[config.mk]
export PLATFORM = sky130hd
export DESIGN_NAME = irt_dep_tracker_flat
export DESIGN_NICKNAME = d
export VERILOG_FILES = /design/src/rtl/irt_dep_tracker_if.sv /design/src/rtl/irt_dep_tracker.sv /design/src/flat_wrapper.sv
export SDC_FILE = /design/constraint.sdc
export NUM_CORES = 2
export LEC_CHECK = 0
export ABC_AREA = 1
export CORE_MARGIN = 2
export CORE_UTILIZATION = 50
export DETAILED_ROUTE_END_ITERATION = 7
export PLACE_DENSITY = 0.66
export RECOVER_POWER = 25
export SLEW_MARGIN = 25
export SYNTH_ARGS = -nofsm -noshare
export SYNTH_HDL_FRONTEND = slang
export SYNTH_SLANG_ARGS = --single-unit
[constraint.sdc]
create_clock -name clk -period 9 [get_ports clk]
set_input_delay 0.9 -clock clk [delete_from_list [all_inputs] [get_ports clk]]
set_output_delay 0.9 -clock clk [all_outputs]
set_load 0.01 [all_outputs]
[src/rtl/irt_dep_tracker_if.sv]
// Decode / issue / completion / commit signal bundle for irt_dep_tracker.
// The master side is decode plus the execution units; the tracker is the slave.
interface irt_dep_tracker_if #(
  parameter int REGNUM = 32,
  parameter int BS     = 16
);
  localparam int RW = $clog2(REGNUM);
  localparam int IW = $clog2(BS);

  logic          in_valid;
  logic          in_ready;
  logic [RW-1:0] in_rs1;
  logic [RW-1:0] in_rs2;
  logic [RW-1:0] in_rd;
  logic          in_rs1_en;
  logic          in_rs2_en;
  logic          in_rd_en;
  logic [IW-1:0] in_tag;
  logic [BS-1:0] in_idt;
  logic          iss_valid;
  logic [IW-1:0] iss_idx;
  logic          iss_ready;
  logic          cmp_valid;
  logic [IW-1:0] cmp_idx;
  logic          cmt_valid;
  logic [IW-1:0] cmt_idx;
  logic [IW:0]   count;
  logic          full;
  logic          empty;

  modport master (
    output in_valid, in_rs1, in_rs2, in_rd, in_rs1_en, in_rs2_en, in_rd_en,
           iss_ready, cmp_valid, cmp_idx,
    input  in_ready, in_tag, in_idt, iss_valid, iss_idx, cmt_valid, cmt_idx,
           count, full, empty
  );

  modport slave (
    input  in_valid, in_rs1, in_rs2, in_rd, in_rs1_en, in_rs2_en, in_rd_en,
           iss_ready, cmp_valid, cmp_idx,
    output in_ready, in_tag, in_idt, iss_valid, iss_idx, cmt_valid, cmt_idx,
           count, full, empty
  );
endinterface

[src/rtl/irt_dep_tracker.sv]
// Circular in-flight window with a registered BSxBS RAW/WAR/WAW dependency matrix.
// Define IRT_X0_FILTER_EN to treat register index 0 as hardwired zero.
module irt_dep_tracker #(
  parameter int REGNUM = 32,
  parameter int BS     = 16
) (
  input logic              clk,
  input logic              rst_n,
  irt_dep_tracker_if.slave bus
);
  localparam int RW = $clog2(REGNUM);
  localparam int IW = $clog2(BS);
  localparam logic [IW:0] FULL_CNT = (IW+1)'(BS);

  typedef enum logic [1:0] {FREE, PEND, ISSD, DONE} st_e;

  st_e                  st [BS];
  logic [BS-1:0][RW-1:0] rs1_q, rs2_q, rd_q;
  logic [BS-1:0]         rs1_en_q, rs2_en_q, rd_en_q;
  logic [BS-1:0][BS-1:0] dep;
  logic [IW-1:0]         head, tail;
  logic [IW:0]           cnt;

  logic          rs1_en, rs2_en, rd_en;
  logic          acc, cmp_ok, iss_fire, cmt;
  logic [BS-1:0] rdy, row;
  logic [IW-1:0] iss_sel;

  // Index 0 is folded into the enables once, so stored comparisons inherit it.
`ifdef IRT_X0_FILTER_EN
  assign rs1_en = bus.in_rs1_en && (bus.in_rs1 != '0);
  assign rs2_en = bus.in_rs2_en && (bus.in_rs2 != '0);
  assign rd_en  = bus.in_rd_en  && (bus.in_rd  != '0);
`else
  assign rs1_en = bus.in_rs1_en;
  assign rs2_en = bus.in_rs2_en;
  assign rd_en  = bus.in_rd_en;
`endif

  assign bus.full      = (cnt == FULL_CNT);
  assign bus.empty     = (cnt == '0);
  assign bus.in_ready  = !bus.full;
  assign bus.count     = cnt;
  assign bus.in_tag    = tail;
  assign bus.in_idt    = row;
  assign bus.iss_valid = |rdy;
  assign bus.iss_idx   = iss_sel;
  assign bus.cmt_valid = cmt;
  assign bus.cmt_idx   = head;

  assign acc      = bus.in_valid && !bus.full;
  assign cmp_ok   = bus.cmp_valid && (st[bus.cmp_idx] == ISSD);
  assign iss_fire = (|rdy) && bus.iss_ready;
  assign cmt      = (st[head] == DONE);

  for (genvar j = 0; j < BS; j++) begin : g_slot
    logic live, raw, war, waw;
    // A producer completing this very edge is already gone for the new row.
    assign live = (st[j] == PEND || st[j] == ISSD) && !(cmp_ok && bus.cmp_idx == IW'(j))
                  && (tail != IW'(j));
    assign raw  = rd_en_q[j] && ((rs1_en && bus.in_rs1 == rd_q[j]) ||
                                 (rs2_en && bus.in_rs2 == rd_q[j]));
    assign war  = rd_en && ((rs1_en_q[j] && bus.in_rd == rs1_q[j]) ||
                            (rs2_en_q[j] && bus.in_rd == rs2_q[j]));
    assign waw  = rd_en && rd_en_q[j] && (bus.in_rd == rd_q[j]);
    assign row[j] = live && (raw || war || waw);
    assign rdy[j] = (st[j] == PEND) && (dep[j] == '0);
  end

  // Walk from youngest to oldest so the last hit is the one nearest head.
  always_comb begin
    iss_sel = '0;
    for (int k = BS-1; k >= 0; k--)
      if (rdy[head + IW'(k)]) iss_sel = head + IW'(k);
  end

  always_ff @(posedge clk or negedge rst_n) begin
    if (!rst_n) begin
      for (int i = 0; i < BS; i++) st[i] <= FREE;
      rs1_q    <= '0;
      rs2_q    <= '0;
      rd_q     <= '0;
      rs1_en_q <= '0;
      rs2_en_q <= '0;
      rd_en_q  <= '0;
      dep      <= '0;
      head     <= '0;
      tail     <= '0;
      cnt      <= '0;
    end else begin
      if (cmp_ok) begin
        st[bus.cmp_idx] <= DONE;
        for (int i = 0; i < BS; i++) dep[i][bus.cmp_idx] <= 1'b0;
      end
      if (iss_fire) st[iss_sel] <= ISSD;
      if (cmt) begin
        st[head] <= FREE;
        head     <= head + 1'b1;
      end
      if (acc) begin
        st[tail]       <= PEND;
        rs1_q[tail]    <= bus.in_rs1;
        rs2_q[tail]    <= bus.in_rs2;
        rd_q[tail]     <= bus.in_rd;
        rs1_en_q[tail] <= rs1_en;
        rs2_en_q[tail] <= rs2_en;
        rd_en_q[tail]  <= rd_en;
        dep[tail]      <= row;
        tail           <= tail + 1'b1;
      end
      case ({acc, cmt})
        2'b10:   cnt <= cnt + 1'b1;
        2'b01:   cnt <= cnt - 1'b1;
        default: cnt <= cnt;
      endcase
    end
  end
endmodule

[src/flat_wrapper.sv]
// flat-port wrapper written by rule: the top's interface ports become plain ports
module irt_dep_tracker_flat 
#(
  parameter int REGNUM = 32,
  parameter int BS     = 16
)
  (clk, rst_n, bus_in_valid, bus_in_rs1, bus_in_rs2, bus_in_rd, bus_in_rs1_en, bus_in_rs2_en, bus_in_rd_en, bus_iss_ready, bus_cmp_valid, bus_cmp_idx, bus_in_ready, bus_in_tag, bus_in_idt, bus_iss_valid, bus_iss_idx, bus_cmt_valid, bus_cmt_idx, bus_count, bus_full, bus_empty);
  irt_dep_tracker_if #(.REGNUM(REGNUM), .BS(BS)) bus_i ();
  input logic clk;
  input logic rst_n;
  input wire logic [$bits(bus_i.in_valid)-1:0] bus_in_valid;
  input wire logic [$bits(bus_i.in_rs1)-1:0] bus_in_rs1;
  input wire logic [$bits(bus_i.in_rs2)-1:0] bus_in_rs2;
  input wire logic [$bits(bus_i.in_rd)-1:0] bus_in_rd;
  input wire logic [$bits(bus_i.in_rs1_en)-1:0] bus_in_rs1_en;
  input wire logic [$bits(bus_i.in_rs2_en)-1:0] bus_in_rs2_en;
  input wire logic [$bits(bus_i.in_rd_en)-1:0] bus_in_rd_en;
  input wire logic [$bits(bus_i.iss_ready)-1:0] bus_iss_ready;
  input wire logic [$bits(bus_i.cmp_valid)-1:0] bus_cmp_valid;
  input wire logic [$bits(bus_i.cmp_idx)-1:0] bus_cmp_idx;
  output wire logic [$bits(bus_i.in_ready)-1:0] bus_in_ready;
  output wire logic [$bits(bus_i.in_tag)-1:0] bus_in_tag;
  output wire logic [$bits(bus_i.in_idt)-1:0] bus_in_idt;
  output wire logic [$bits(bus_i.iss_valid)-1:0] bus_iss_valid;
  output wire logic [$bits(bus_i.iss_idx)-1:0] bus_iss_idx;
  output wire logic [$bits(bus_i.cmt_valid)-1:0] bus_cmt_valid;
  output wire logic [$bits(bus_i.cmt_idx)-1:0] bus_cmt_idx;
  output wire logic [$bits(bus_i.count)-1:0] bus_count;
  output wire logic [$bits(bus_i.full)-1:0] bus_full;
  output wire logic [$bits(bus_i.empty)-1:0] bus_empty;
  assign bus_i.in_valid = bus_in_valid;
  assign bus_i.in_rs1 = bus_in_rs1;
  assign bus_i.in_rs2 = bus_in_rs2;
  assign bus_i.in_rd = bus_in_rd;
  assign bus_i.in_rs1_en = bus_in_rs1_en;
  assign bus_i.in_rs2_en = bus_in_rs2_en;
  assign bus_i.in_rd_en = bus_in_rd_en;
  assign bus_i.iss_ready = bus_iss_ready;
  assign bus_i.cmp_valid = bus_cmp_valid;
  assign bus_i.cmp_idx = bus_cmp_idx;
  assign bus_in_ready = bus_i.in_ready;
  assign bus_in_tag = bus_i.in_tag;
  assign bus_in_idt = bus_i.in_idt;
  assign bus_iss_valid = bus_i.iss_valid;
  assign bus_iss_idx = bus_i.iss_idx;
  assign bus_cmt_valid = bus_i.cmt_valid;
  assign bus_cmt_idx = bus_i.cmt_idx;
  assign bus_count = bus_i.count;
  assign bus_full = bus_i.full;
  assign bus_empty = bus_i.empty;
  irt_dep_tracker #(.REGNUM(REGNUM), .BS(BS)) u_core (.clk(clk), .rst_n(rst_n), .bus(bus_i));
endmodule
Word level (Yosys, flattened, before mapping)
Cells that the tools add are included.

Flip-flop bits (word level): 589. Output and inout bits: 38.

Add/subtract/negate cells: 18. Order comparisons: 28. Equal/unequal tests: 147. Muxes and demuxes: 84. Bitwise logic cells: 30. Reductions and logical operators: 335.

Operator list (count): $mux W256 (2); $eq A5 B5 Y1 (80); $and A16 B16 Y16 (18); $bwmux W256 (1); $logic_not A16 Y1 (16); $bwmux W80 (3); $logic_and A1 B1 Y1 (217); $mux W32 (4); $lt A4 B5 Y1 const B (18); $logic_or A1 B1 Y1 (80); $bmux W1 S4 (16); $demux W16 S4 (1); $mux W4 (16); $bwmux W16 (3); $not A16 Y16 (3); $eq A2 B2 Y1 const B (19); $eq A2 B1 Y1 const B (17); $add A4 B4 Y4 const B (8); $and A32 B32 Y32 (1); $demux W2 S4 (4); $eq A4 B4 Y1 const B (8); $ne A4 B4 Y1 const B (8); $not A32 Y32 (1); $or A16 B16 Y16 (2); other kinds (31) (96).

Logic depth before layout (Yosys ltp)
Word-level depth: 32. Mapped depth: 35. Mapped depth without buffers: 33.

Least setup slack after synthesis
OpenSTA, ideal clock, no wires.

Path kind: register -> output. From: reg u_core.head[0], in the netlist u_core.bus.cmt_idx[0]. To: out bus_iss_idx[1]. Data arrival time: 3.073 ns. Data required time: 8.100 ns. Slack: 5.027 ns. Stages on the path, launching flop included: 27. Path buffers: 6. Cell sequence: dfrtp_1 -> buf_4 -> inv_6 -> buf_6 -> buf_6 -> clkbuf_8 -> ha_1 -> buf_6 -> clkbuf_1 -> nand2_1 -> nand3_1 -> o21ai_2 -> nand2_1 -> nand2_2 -> a21oi_1 -> nand2_1 -> nand2_1 -> nand2_1 -> nand2_1 -> nand2_1 -> nand2_1 -> nand2_1 -> nand2_1 -> nand2_1 -> nand2_1 -> nand2_2 -> a21oi_4.

Word-level cells in the longest chain between the ends: 19. Elaborated cells on any way between the ends: 63.

Ends and longest elaborated chain: start: declaration (RTL line irt_dep_tracker.sv:21) `logic [IW-1:0] head, tail;`; start signal: assignment (RTL line irt_dep_tracker.sv:98) `head <= head + 1'b1;`; $add A4 B4 Y4 (RTL line irt_dep_tracker.sv:74) `if (rdy[head + IW'(k)]) iss_sel = head + IW'(k);`; $bmux W1 S4 (RTL line irt_dep_tracker.sv:74); $mux W1 (implied by the code) (RTL line irt_dep_tracker.sv:74); $mux W4 (15 in a row) (RTL line irt_dep_tracker.sv:74); $mux W4 (*) (RTL line irt_dep_tracker.sv:74); end: declaration (RTL line flat_wrapper.sv:25) `output wire logic [$bits(bus_i.iss_idx)-1:0] bus_iss_idx;`.

Every way passes the cells marked *; elsewhere a longest branch is shown, timed or not. The select of a mux whose other input is x is not followed.

Final worst setup path
From: reg u_core.head[1], in the netlist u_core.bus.cmt_idx[1]. To: out bus_iss_idx[1].

Same word-level chain as after synthesis.

==> impl_metrics.tcl <==
set metrics [dict create \
    cp_common_cell "nand2_1" \
    antenna_found_initial 1 \
    p_seq_share_pct 37.4 \
    power_mw 12.84 \
    cts-htree-levels 3 \
    powerDensity_nw_per_um2 378.3 \
    port_buffers 64 \
    cts_tree "done" \
    status "finished, violations left" \
    leakage_nw 15.46 \
    coreArea_um2 60360 \
    cts_buffer_depth 3 \
    vdd_drop_max_mv 0.2033 \
    synthArstFlopShare_pct 100.0 \
    post_cts_buffers 0 \
    route.detailed.drc 0 \
    yosys-top-cells-area "dfrtp_1 (48%), o21ai_0 (9.6%), nand2_1 (8.8%)" \
    cts_hold_buf 0 \
    insertion_delay_ns 0.62 \
    critPathRequiredTime_ns 8.10 \
    ys.flop_type "dfrtp_1" \
    worstMarginPinSlew_ns 6.088 \
    syn_to_final_growth_pct 11.12 \
    crit_type "reg2out" \
    vias 27220 \
    grt_pass1_wl_um 153600 \
    ys_warn_count 0 \
    fin_setup_tns_ns 0 \
    finalSetupViolCount 0 \
    final_layout_size_suffix_gt1_share_pct 7.503 \
    syn_inst 3678 \
    fin_crit_sh_pct 70.38 \
    slowest_stage "ha_1" \
    row_count 90 \
    cts_sinks 589 \
    fin_nets 3683 \
    finalWirelength_um 99640 \
    slew_violations 114 \
    die-area_um2 63080 \
    maxSlewHeadroom_pct -305.9 \
    r2r-start "u_core.bus.cmt_idx[1]" \
    grtUsageTotal_pct 31.63 \
    max_cap_viol_count 1 \
    p_int_mw 7.525 \
    wl_per_cell_um 22.41 \
    clk_pin_slew_worst_paths_ns 0.06 \
    overflow 0 \
    drt_first_pass_iters 6 \
    synth_seq_cells 589 \
    fmax_mhz 157.9 \
    clock_skew_ns 0.02000 \
    path_buf_inv 5 \
    worst-path-stages 26 \
    grt_pass1_vias 25570 \
    min_path_type "reg2reg" \
    switching_share_pct 41.39 \
    synth_nets 3743 \
    reg2reg_depth 30 \
    ys_types 60 \
    arrival_ns 5.43 \
    start_util_pct 50.61 \
    final_common_cell "nand2_1" \
    cp-end-kind "output port" \
    dp_hpwl_um 63080 \
    seq_area_frac_synth_pct 48.25 \
    start_kind "register" \
    place_ws_ns 3.199 \
    violations "capacitance limit, slew limit" \
    grt_start_max_net_pins 159 \
    r2r_slack_ns 4.14 \
    place_area_um2 31630 \
    crit_start "u_core.bus.cmt_idx[1]" \
    critical_path.top_delay_family "buffers and inverters" \
    synth_top_area_share_pct 48.25 \
    worstReg2RegEnd "u_core.st[24]" \
    vias_per_cell 6.120 \
    cts_resized 0 \
    n_antenna_cell 0 \
    p_switching_mw 5.314 \
    fillers 5502 \
    multi_input_area_um2 13980 \
    die_w_um 251.2 \
    syn_area_um2 30540 \
    regArea_um2 14740 \
    drt_iter0_markers 3150 \
    grt_setup_unrepaired "false" \
    comb_power_share_pct 40.1 \
    cts_buffers 68 \
    dieHeight_um 251.2 \
    avgSynthCellArea_um2 8.305 \
    fin_crit_ns 6.334 \
    setup_ws_ns 2.666 \
    design_area_um2 33940 \
    clkPwrFrac_pct 22.4 \
    gp_congestion 1.023 \
    critPathCapture "bus_iss_idx[1]" \
    synth_edf_count 0 \
    max_stage_delay_ns 1.01 \
    finalHoldViolCount 0 \
    yosysTopAreaCell "dfrtp_1" \
    ioPinCount 65 \
    fin_hold_ws_ns 0.4819 \
    cp_max_fo 27 \
    mostFrequentLayoutCells "nand2_1 (716), dfrtp_1 (589), o21ai_0 (585), a21oi_1 (388), nor2_1 (212)" \
    ant_nets 0 \
    cts_root_buf "clkbuf_16" \
]
## cell usage after synthesis (all sizes together), types with 3 or more instances
| master | number |
|---|---|
| nand2 | 753 |
| o21ai | 592 |
| dfrtp | 589 |
| a21oi | 403 |
| nor2 | 226 |
| clkbuf | 209 |
| inv | 194 |
| nand3 | 99 |
| o22ai | 97 |
| xor2 | 88 |
| a221oi | 77 |
| nand4 | 57 |
| xnor2 | 53 |
| buf | 51 |
| ha | 37 |
| or2 | 22 |
| nor3b | 19 |
| o2111ai | 16 |
| a211oi | 15 |
| a22oi | 12 |
| a211o | 11 |
| o311ai | 10 |
| clkinv | 9 |
| o221ai | 6 |
| a22o | 5 |
| o211ai | 5 |
| o32ai | 5 |
| nor3 | 3 |
| o21a | 3 |
## per-layer routing
metal  part of all wire, %  vias to the layer above  track usage (%)  routed length, µm
li1                      -                    12540                -                  -
met1                    43                    13060            45.45              42970
met5                     0                        -                0                  0
met3                    10                      246            6.471              10020
met4                   4.0                        0            13.67               3974
met2                    43                     1370            46.43              42670
## logic make-up after synthesis
kind of cell | Yosys count | share of synthesized area, %
AOI/OAI and AO/OA | 1266 | 23.41
and+or+nand+nor | 1181 | 16.58
DFF | 589 | 48.25
buffers and inverters | 463 | 5.981
xor gates and xnor gates | 141 | 4.191
adders and majority gates | 38 | 1.581
## per-stage QoR
stage / utilization (%) / cells
6_report: 56.23 / 4447
5_1_grt: 56.23 / 4447
4_1_cts: 56.24 / 4447
3_5_place_dp: 52.41 / 4330
3_3_place_gp: 52.41 / 4330
2_1_floorplan: - / 3678
## state kept, by name (all words and copies together) (netlist names), 5 cells and up
register          count
u_core.rs2_q         80
u_core.rs1_q         80
u_core.dep          256
u_core.rs2_en_q      16
u_core.rs1_en_q      16
u_core.bus.count      5
u_core.rd_q          80
u_core.rd_en_q       16
u_core.st            32
## worst min-delay path by stage
stage	startpoint	to	slack, ns	depth (start not counted)
floorplan	u_core.rs1_en_q[14]	u_core.rs1_en_q[14]	0.45	2
finish	u_core.rs2_q[3]	u_core.rs2_q[3]	0.48	2
global placement	u_core.rs2_en_q[0]	u_core.rs2_en_q[0]	0.46	2
detailed placement	u_core.rd_en_q[14]	u_core.rd_en_q[14]	0.47	2
CTS	rst_n	u_core.rs2_q[57]	0.38	1
global route	u_core.rd_en_q[15]	u_core.rd_en_q[15]	0.50	2
## power by group through the flow
stage / Sequential (mW) / Combinational, mW / Clock (mW)
finish: 4.81 / 5.15 / 2.88
global route: 4.94 / 5.80 / 3.02
CTS: 4.76 / 5.09 / 2.91
global placement: 4.78 / 4.97 / 0
detailed placement: 4.78 / 5.06 / 0
floorplan: 4.55 / 3.78 / 0
## cell type report
cell class / instances / area share (%)
clock buffer: 95 / 5.943
clock inverter: 22 / 0.8663
inverter: 203 / 2.300
multi-input combinational: 2626 / 41.19
sequential: 589 / 43.43
tap: 782 / 2.883
timing repair buffer: 130 / 3.395
## worst reg2reg max path: cells and delay by family, from the launching register on
family                     cells  cell delay (ns)
DFF                            1             0.32
buffers and inverters          4             1.35
and+or+nand+nor               25             2.03
adders and majority gates      1             1.01
Power figures use the tool's default switching activity.
